--- config.mk ---
export PLATFORM = sky130hd
export DESIGN_NAME = instr_fetch_unit_flat
export DESIGN_NICKNAME = d
export VERILOG_FILES = /design/src/rtl/fetch_pkg.sv /design/src/rtl/instr_fetch_unit_if.sv /design/src/rtl/fetch_perf_ctr.sv /design/src/rtl/instr_fetch_unit.sv /design/src/flat_wrapper.sv
export SDC_FILE = /design/constraint.sdc
export NUM_CORES = 1
export LEC_CHECK = 0
export ABC_AREA = 1
export BUFFER_PORTS_ARGS = -buffer_cell sky130_fd_sc_hd__buf_4
export CELL_PAD_IN_SITES_DETAIL_PLACEMENT = 1
export CELL_PAD_IN_SITES_GLOBAL_PLACEMENT = 1
export CORE_ASPECT_RATIO = 0.7
export CORE_MARGIN = 3
export CORE_UTILIZATION = 30
export CTS_BUF_LIST = sky130_fd_sc_hd__clkbuf_4
export DETAILED_ROUTE_END_ITERATION = 6
export GPL_TIMING_DRIVEN = 0
export PLACE_DENSITY_LB_ADDON = 0.1
export SETUP_SLACK_MARGIN = 0.15
export SLEW_MARGIN = 20
export SYNTH_ARGS = -nofsm -noshare
export SYNTH_HDL_FRONTEND = slang
export SYNTH_SLANG_ARGS = --single-unit
--- constraint.sdc ---
create_clock -name clk -period 2 [get_ports clk]
set_input_delay 0.4 -clock clk [delete_from_list [all_inputs] [get_ports clk]]
set_output_delay 0.4 -clock clk [all_outputs]
set_load 0.02 [all_outputs]
--- src/rtl/fetch_pkg.sv ---
`default_nettype none
// ============================================================================
//  Module      : fetch_pkg
//  Description : Shared types and constants for the instruction fetch unit.
//                Holds the fetch FSM state encoding, instruction width, PC
//                step, the NOP word loaded into IF/ID at reset, and the
//                width of the miss timer.
//  Revision    : 1.0 - initial release
// ============================================================================
package fetch_pkg;

  typedef enum logic {
    FETCH = 1'b0,
    MISS  = 1'b1
  } fetch_state_t;

  localparam int          INSTR_W   = 32;
  localparam logic [31:0] PC_STEP   = 32'd4;
  localparam logic [31:0] NOP       = 32'h0000_0000;

  // Miss timer is 8 bits wide and saturates at its all-ones value.
  localparam int          TIMER_W   = 8;
  localparam logic [7:0]  TIMER_MAX = 8'hFF;

endpackage : fetch_pkg
`default_nettype wire

--- src/rtl/instr_fetch_unit_if.sv ---
`default_nettype none
// ============================================================================
//  Module      : instr_fetch_unit_if
//  Description : Instruction-cache fetch bus between the fetch unit and the
//                instruction cache.
//                  ic_address : fetch address (driven by the fetch unit)
//                  ic_data    : instruction word, valid while ic_hit = 1
//                  ic_hit     : same-cycle hit indication for ic_address
//                Modports: master = fetch unit side, slave = cache side.
//  Revision    : 1.0 - initial release
// ============================================================================
interface instr_fetch_unit_if;
  import fetch_pkg::*;

  logic [31:0]        ic_address;
  logic [INSTR_W-1:0] ic_data;
  logic               ic_hit;

  modport master (
    output ic_address,
    input  ic_data,
    input  ic_hit
  );

  modport slave (
    input  ic_address,
    output ic_data,
    output ic_hit
  );

endinterface : instr_fetch_unit_if
`default_nettype wire

--- src/rtl/fetch_perf_ctr.sv ---
`default_nettype none
// ============================================================================
//  Module      : fetch_perf_ctr
//  Description : Saturating event counter. Increments by one on each clock
//                edge where inc = 1, sticks at all-ones, and clears on reset.
//  Ports       : clk   in  1      clock, rising edge
//                rst_n in  1      asynchronous active-low reset
//                inc   in  1      count enable for this cycle
//                count out CNT_W  current count value
//  Revision    : 1.0 - initial release
// ============================================================================
module fetch_perf_ctr #(
  parameter int unsigned CNT_W = 16
) (
  input  wire logic             clk,
  input  wire logic             rst_n,
  input  wire logic             inc,
  output      logic [CNT_W-1:0] count
);

  logic [CNT_W-1:0] count_q;
  logic [CNT_W-1:0] count_d;

  always_comb begin
    count_d = count_q;
    if (inc && (count_q != {CNT_W{1'b1}})) begin
      count_d = count_q + CNT_W'(1);
    end
  end

  always_ff @(posedge clk or negedge rst_n) begin
    if (!rst_n) begin
      count_q <= '0;
    end else begin
      count_q <= count_d;
    end
  end

  assign count = count_q;

endmodule : fetch_perf_ctr
`default_nettype wire

--- src/rtl/instr_fetch_unit.sv ---
`default_nettype none
// ============================================================================
//  Module      : instr_fetch_unit
//  Description : Initiator side of the instruction-cache fetch interface.
//                Owns the PC (driven straight onto ic_address), loads the
//                IF/ID register on a hit, holds the PC across misses, honours
//                decode stall and branch/jump redirects.
//                Per-edge priority: redirect > stall > hit/miss.
//  Ports       : clk            in  1      clock, rising edge
//                rst_n          in  1      asynchronous active-low reset
//                ic             master     cache bus (address/data/hit)
//                redirect_valid in  1      taken branch/jump pulse
//                redirect_pc    in  32     redirect target (bits [1:0] ignored)
//                stall_in       in  1      decode back-pressure
//                if_valid       out 1      IF/ID holds a valid instruction
//                if_instr       out 32     IF/ID instruction
//                if_pc          out 32     PC of if_instr
//                fetch_err      out 1      sticky miss-timeout flag
//                hit_count      out CNT_W  delivered instructions
//                miss_count     out CNT_W  miss episodes entered
//  Config      : FETCH_PERF_EN - when defined, hit_count/miss_count are live
//                saturating counters; otherwise both are tied to 0.
//  Revision    : 1.0 - initial release
// ============================================================================
module instr_fetch_unit
  import fetch_pkg::*;
#(
  parameter logic [31:0] RESET_PC     = 32'h0000_0000,
  parameter int unsigned MISS_TIMEOUT = 16,
  parameter int unsigned CNT_W        = 16
) (
  input  wire logic               clk,
  input  wire logic               rst_n,
  instr_fetch_unit_if.master      ic,
  input  wire logic               redirect_valid,
  input  wire logic [31:0]        redirect_pc,
  input  wire logic               stall_in,
  output      logic               if_valid,
  output      logic [INSTR_W-1:0] if_instr,
  output      logic [31:0]        if_pc,
  output      logic               fetch_err,
  output      logic [CNT_W-1:0]   hit_count,
  output      logic [CNT_W-1:0]   miss_count
);

  localparam logic [TIMER_W-1:0] TIMEOUT_C = TIMER_W'(MISS_TIMEOUT);

  fetch_state_t       state_q, state_d;
  logic [31:0]        pc_q, pc_d;
  logic               if_valid_q, if_valid_d;
  logic [INSTR_W-1:0] if_instr_q, if_instr_d;
  logic [31:0]        if_pc_q, if_pc_d;
  logic               fetch_err_q, fetch_err_d;
  logic [TIMER_W-1:0] miss_timer_q, miss_timer_d;
  logic [TIMER_W-1:0] timer_inc;
  logic               deliver;
  logic               miss_start;

  assign timer_inc = (miss_timer_q == TIMER_MAX) ? TIMER_MAX
                                                 : miss_timer_q + TIMER_W'(1);

  always_comb begin
    state_d      = state_q;
    pc_d         = pc_q;
    if_valid_d   = if_valid_q;
    if_instr_d   = if_instr_q;
    if_pc_d      = if_pc_q;
    fetch_err_d  = fetch_err_q;
    miss_timer_d = miss_timer_q;
    deliver      = 1'b0;
    miss_start   = 1'b0;

    if (redirect_valid) begin
      // The word currently on ic_data belongs to the wrong path: drop it.
      pc_d         = redirect_pc & ~32'd3;
      if_valid_d   = 1'b0;
      state_d      = FETCH;
      miss_timer_d = '0;
    end else if (stall_in) begin
      // Everything holds, but an outstanding miss keeps ageing.
      if (state_q == MISS) begin
        miss_timer_d = timer_inc;
      end
    end else begin
      unique case (state_q)
        FETCH: begin
          if (ic.ic_hit) begin
            deliver = 1'b1;
          end else begin
            state_d      = MISS;
            if_valid_d   = 1'b0;
            miss_timer_d = TIMER_W'(1);
            miss_start   = 1'b1;
          end
        end
        MISS: begin
          if (ic.ic_hit) begin
            deliver      = 1'b1;
            state_d      = FETCH;
            miss_timer_d = '0;
          end else begin
            if_valid_d   = 1'b0;
            miss_timer_d = timer_inc;
          end
        end
        default: begin
          state_d = FETCH;
        end
      endcase
    end

    if (deliver) begin
      if_instr_d = ic.ic_data;
      if_pc_d    = pc_q;
      if_valid_d = 1'b1;
      pc_d       = pc_q + PC_STEP;
    end

    // Timer is zero whenever no miss is pending, so this only fires on a
    // miss that has lasted MISS_TIMEOUT cycles.
    if (miss_timer_d >= TIMEOUT_C) begin
      fetch_err_d = 1'b1;
    end
  end

  always_ff @(posedge clk or negedge rst_n) begin
    if (!rst_n) begin
      state_q      <= FETCH;
      pc_q         <= RESET_PC;
      if_valid_q   <= 1'b0;
      if_instr_q   <= NOP;
      if_pc_q      <= '0;
      fetch_err_q  <= 1'b0;
      miss_timer_q <= '0;
    end else begin
      state_q      <= state_d;
      pc_q         <= pc_d;
      if_valid_q   <= if_valid_d;
      if_instr_q   <= if_instr_d;
      if_pc_q      <= if_pc_d;
      fetch_err_q  <= fetch_err_d;
      miss_timer_q <= miss_timer_d;
    end
  end

  assign ic.ic_address = pc_q;
  assign if_valid      = if_valid_q;
  assign if_instr      = if_instr_q;
  assign if_pc         = if_pc_q;
  assign fetch_err     = fetch_err_q;

`ifdef FETCH_PERF_EN
  fetch_perf_ctr #(
    .CNT_W (CNT_W)
  ) u_hit_ctr (
    .clk   (clk),
    .rst_n (rst_n),
    .inc   (deliver),
    .count (hit_count)
  );

  fetch_perf_ctr #(
    .CNT_W (CNT_W)
  ) u_miss_ctr (
    .clk   (clk),
    .rst_n (rst_n),
    .inc   (miss_start),
    .count (miss_count)
  );
`else
  logic perf_unused;
  assign perf_unused = deliver ^ miss_start;
  assign hit_count   = '0;
  assign miss_count  = '0;
`endif

endmodule : instr_fetch_unit
`default_nettype wire

--- src/flat_wrapper.sv ---
// flat-port wrapper written by rule: the top's interface ports become plain ports
module instr_fetch_unit_flat import fetch_pkg::*;
#(
  parameter logic [31:0] RESET_PC     = 32'h0000_0000,
  parameter int unsigned MISS_TIMEOUT = 16,
  parameter int unsigned CNT_W        = 16
)
  (clk, rst_n, redirect_valid, redirect_pc, stall_in, if_valid, if_instr, if_pc, fetch_err, hit_count, miss_count, ic_ic_address, ic_ic_data, ic_ic_hit);
  instr_fetch_unit_if ic_i ();
  input  wire logic clk;
  input  wire logic rst_n;
  input  wire logic redirect_valid;
  input  wire logic [31:0] redirect_pc;
  input  wire logic stall_in;
  output      logic if_valid;
  output      logic [INSTR_W-1:0] if_instr;
  output      logic [31:0] if_pc;
  output      logic fetch_err;
  output      logic [CNT_W-1:0] hit_count;
  output      logic [CNT_W-1:0] miss_count;
  output wire logic [$bits(ic_i.ic_address)-1:0] ic_ic_address;
  input wire logic [$bits(ic_i.ic_data)-1:0] ic_ic_data;
  input wire logic [$bits(ic_i.ic_hit)-1:0] ic_ic_hit;
  assign ic_ic_address = ic_i.ic_address;
  assign ic_i.ic_data = ic_ic_data;
  assign ic_i.ic_hit = ic_ic_hit;
  instr_fetch_unit #(.RESET_PC(RESET_PC), .MISS_TIMEOUT(MISS_TIMEOUT), .CNT_W(CNT_W)) u_core (.clk(clk), .rst_n(rst_n), .ic(ic_i), .redirect_valid(redirect_valid), .redirect_pc(redirect_pc), .stall_in(stall_in), .if_valid(if_valid), .if_instr(if_instr), .if_pc(if_pc), .fetch_err(fetch_err), .hit_count(hit_count), .miss_count(miss_count));
endmodule
==> impl_metrics.py <==
metrics = {
    "floorplanning": {
        "ioPinCount": 199,
        "die_height_um": 117,
        "initial_utilization_pct": 31.5,
        "die_width_um": 164,
        "floorplan.die_area_um2": 19200,
        "floorplan_core_area_um2": 16700,
        "row_count": 39,
    },
    "timing": {
        "relSlewSlack_pct": 32.6,
        "finalHoldViolCount": 0,
        "max_slew.worst_pin.slew_ps": 1010,
        "setup_viol": 0,
        "slew_viol_final": 0,
        "fin_worst_skew_ps": 16.9,
        "period_needed_ps": 1790,
        "fin_worst_hold_slack_ps": 7.97,
        "period_share_pct": 89.4,
        "rsz0062_at_grt": "true",
        "max_clock_freq_ghz": 0.559,
    },
    "detailed_routing": {
        "via_per_inst": 4.65,
        "routed_wire_length_per_instance_um": 16.9,
        "vias": 5275,
        "route.detailed.drc": 0,
        "route.antenna.remaining_nets": 0,
        "first_pass_iters": 4,
        "drt_iter0_markers": 294,
        "drt_wl_total_um": 19200,
    },
    "yosys": {
        "post_synth_and_or_nand_nor_area_fraction_pct": 30.1,
        "synth_fa_ha_area_share_pct": 0.475,
        "synth.distinct_cells": 33,
        "synth_top_family_by_area": "simple AND/OR/NAND/NOR gates",
        "post_synth_mux_area_share_pct": 0,
        "syn_area_per_cell_um2": 7.61,
        "synth-seq-area-share_pct": 49.0,
        "synth_xor_xnor_area_share_pct": 0.333,
        "postSynthCellCount": 692,
        "yosys_warnings": 0,
        "yosys_register_bits": 103,
        "post_synthesis_compound_gate_area_fraction_pct": 8.39,
        "mappedNetlistArea_um2": 5270,
    },
    "place": {
        "detailed_place_hpwl_um": 14700,
        "placed_cells": 1111,
        "io_buffers": 159,
        "routabilityCongestion": 0.839,
    },
    "layout": {
        "final-seq-area_um2": 2590,
        "area_growth_syn_to_layout_pct": 36.4,
        "combined_area_of_the_multi_input_logic_cells_um2": 2310,
        "design.final.nets": 975,
        "diodes": 0,
        "post-route-util_pct": 42.9,
        "finalNonFillerCells": 1134,
        "nFillCells": 2100,
        "final_layout_size_suffix_gt1_share_pct": 29.6,
    },
    "grt": {
        "globalRoute.totalOverflow": 0,
        "grt_pass1_vias": 5519,
        "antenna_found_initial": 0,
        "grt_pass1_wl_um": 30000,
        "largest_net_degree_at_the_start_of_global_routing": 104,
        "grt_use_total_pct": 20.2,
    },
    "worst_hold_path": {
        "worstHoldPathType": "input port to async pin",
    },
    "power_and_ir_drop": {
        "cell_internal_pwr_mw": 3.42,
        "power.total_mw": 5.46,
        "power-per-cell-area_nw_per_um2": 760,
        "p_sw_mw": 2.04,
        "pwr-share-clk_pct": 21.4,
        "power.sequential.fraction_pct": 47.9,
        "power.combinational.fraction_pct": 30.7,
        "static-leakage-power_nw": 3.76,
        "swShare_pct": 37.3,
        "max-vdd-ir-drop_mv": 0.391,
    },
    "clocking": {
        "clk_pin_slew_ps": 180,
        "tritoncts_num_sinks": 103,
        "ctsHtreeMaxLevel": 3,
        "cts.path.max_buffers": 2,
        "cts_tree": "done",
        "clk_root_buffer_cell": "clkbuf_4",
        "later_pin_clock_latency_in_the_skew_report_ps": 480,
        "tritoncts_buffers": 9,
        "count_of_hold_fix_buffers_inserted_at_cts": 0,
    },
    "setup_path": {
        "critical_path.max_fanout": 4,
        "timing.critical_path.from_type": "flop",
        "cp.required_ps": 2370,
        "worstPathArrival_ps": 2160,
        "timing.setup.critical_path_class": "flop to flop",
        "setup.worst_path.end_class": "flop",
    },
    "job": {
        "max_cap_viol_count": 0,
    },
    "status": {
        "status": "finished clean",
    },
}
==> final cells by class <==
| cell class | count | area share, % |
|---|---|---|
| sequential | 103 | 36.1 |
| tap | 225 | 3.92 |
| buffer | 60 | 5.40 |
| multi-input combinational | 504 | 32.1 |
| timing repair buffer | 166 | 17.4 |
| clock inverter | 7 | 0.976 |
| clock buffer | 9 | 0.941 |
| inverter | 60 | 3.17 |
==> stage by stage <==
step / setup slack, ps / instance area [µm²] / TNS, ps
3_5_place_dp: -91.9 / 6880 / -888
5_1_grt: 84.7 / 7180 / 0
2_1_floorplan: 365 / 5400 / 0
4_1_cts: 139 / 7060 / 0
6_report: 212 / 7180 / 0
3_3_place_gp: -17.5 / 6870 / -153
==> sequential cells by signal (all words and copies together), names as in the netlist <==
register              count
u_core.state_q            1
u_core.if_valid           1
u_core.miss_timer_q       8
u_core.if_pc             30
u_core.fetch_err          1
u_core.if_instr          32
u_core.ic.ic_address     30
==> cell families (layout without fill, tap and decap cells) <==
group                    count (synthesis)  count (layout)
AND/OR/NAND/NOR                        385             385
buffers and inverters                  120             302
flip-flops                             103             103
AO/OA/AOI/OAI                           79              79
adder cells (fa/ha/maj)                  2               2
XOR/XNOR                                 2               2
other                                    1              36
==> power by group through the flow <==
stage	sequential [mW]	clock (mW)	combinational (mW)
floorplan	2.94	0	0.526
global placement	2.63	0	1.63
detailed placement	2.65	0	1.67
CTS	2.61	1.21	1.67
global route	2.66	1.30	1.84
finish	2.61	1.17	1.68
==> what timing repair did <==
action / 4_1_cts / 5_1_grt
setup endpoints to repair: 13 / 17
gates resized for setup: 10 / 26
setup buffers: 2 / 5
pin swaps: 1 / 2
==> cells in the mapped netlist <==
| cell type | number | area (µm²) |
|---|---|---|
| ha_1 | 2 | 25.0 |
| o22ai_1 | 2 | 12.5 |
| buf_2 | 16 | 80.1 |
| inv_1 | 58 | 218 |
| nor2_4 | 2 | 22.5 |
| a22oi_1 | 2 | 15.0 |
| clkbuf_1 | 6 | 22.5 |
| a21oi_1 | 12 | 60.1 |
| inv_4 | 1 | 6.26 |
| o21a_1 | 1 | 7.51 |
| o211ai_1 | 6 | 45.0 |
| nor2_8 | 1 | 20.0 |
| nor3_1 | 6 | 30.0 |
| nand3b_1 | 2 | 15.0 |
| buf_4 | 36 | 270 |
| o311ai_1 | 3 | 26.3 |
| o21ai_1 | 4 | 20.0 |
| buf_6 | 1 | 11.3 |
| nor2_1 | 57 | 214 |
| o21ai_0 | 44 | 220 |
| xor2_1 | 2 | 17.5 |
| o21bai_1 | 1 | 7.51 |
| a31oi_1 | 3 | 18.8 |
| buf_1 | 1 | 3.75 |
| dfrtp_1 | 103 | 2580 |
| a32oi_1 | 1 | 8.76 |
| conb_1 | 1 | 3.75 |
| nor2_2 | 1 | 6.26 |
| nand4_1 | 15 | 93.8 |
| nand2_1 | 260 | 976 |
| inv_2 | 1 | 3.75 |
| nor4_1 | 1 | 6.26 |
| nand3_1 | 40 | 200 |
==> per-layer routing <==
| layer | vias up | global-route usage (%) | routed length [µm] |
|---|---|---|---|
| li1 | 2555 | - | - |
| met1 | 2534 | 27.7 | 8790 |
| met3 | 15 | 6.44 | 1570 |
| met2 | 171 | 31.6 | 8660 |
| met4 | 0 | 4.00 | 170 |
| met5 | - | 0 | 0 |
==> critical path, stage by stage (launching register included) <==
cell and delay, ps:
dfrtp_1 430, ha_1 200, nand2_1 150, nor3_4 280, nand3_2 170, nor2_4 160
nand3_1 100, nand3_1 100, nand3_1 80
==> layout by cell type, fill, tap and decap left out, types with 2 or more instances in the layout <==
cell      Yosys  layout
nor3_1        6       4
a21oi_1      12      12
conb_1        1      36
nor2_2        1       5
nand4_1      15      15
nand3_2       0       4
inv_1        58      57
nand3b_1      2       2
nor2_4        2       7
o22ai_1       2       2
o21ai_0      44      43
nand3_1      40      35
buf_4        36     201
clkbuf_1      6       6
o211ai_1      6       6
nor2_1       57      48
clkbuf_4      0       9
inv_6         0       2
dfrtp_1     103      94
buf_2        16      16
buf_6         1       2
inv_2         1       2
a31oi_1       3       3
a22oi_1       2       2
o21ai_1       4       4
ha_1          2       2
o311ai_1      3       3
dfrtp_2       0       9
nand2_1     260     259
clkinv_2      0       3
xor2_1        2       2
==> path summary, 6_finish.rpt <==
| path | slack, ps | from | cells after the start | endpoint |
|---|---|---|---|---|
| max in group asynchronous | 1240 | rst_n | 1 | u_core.ic.ic_address[15] |
| worst min register to register | 490 | u_core.if_instr[19] | 2 | u_core.if_instr[19] |
| worst max-delay path | 210 | u_core.ic.ic_address[2] | 8 | u_core.ic.ic_address[22] |
| worst max register to register | 210 | u_core.ic.ic_address[2] | 8 | u_core.ic.ic_address[22] |
| min in group clk | 110 | ic_ic_data[24] | 3 | u_core.if_instr[24] |
| worst min-delay path | 8 | rst_n | 1 | u_core.if_pc[25] |
Power figures use the tool's default switching activity.
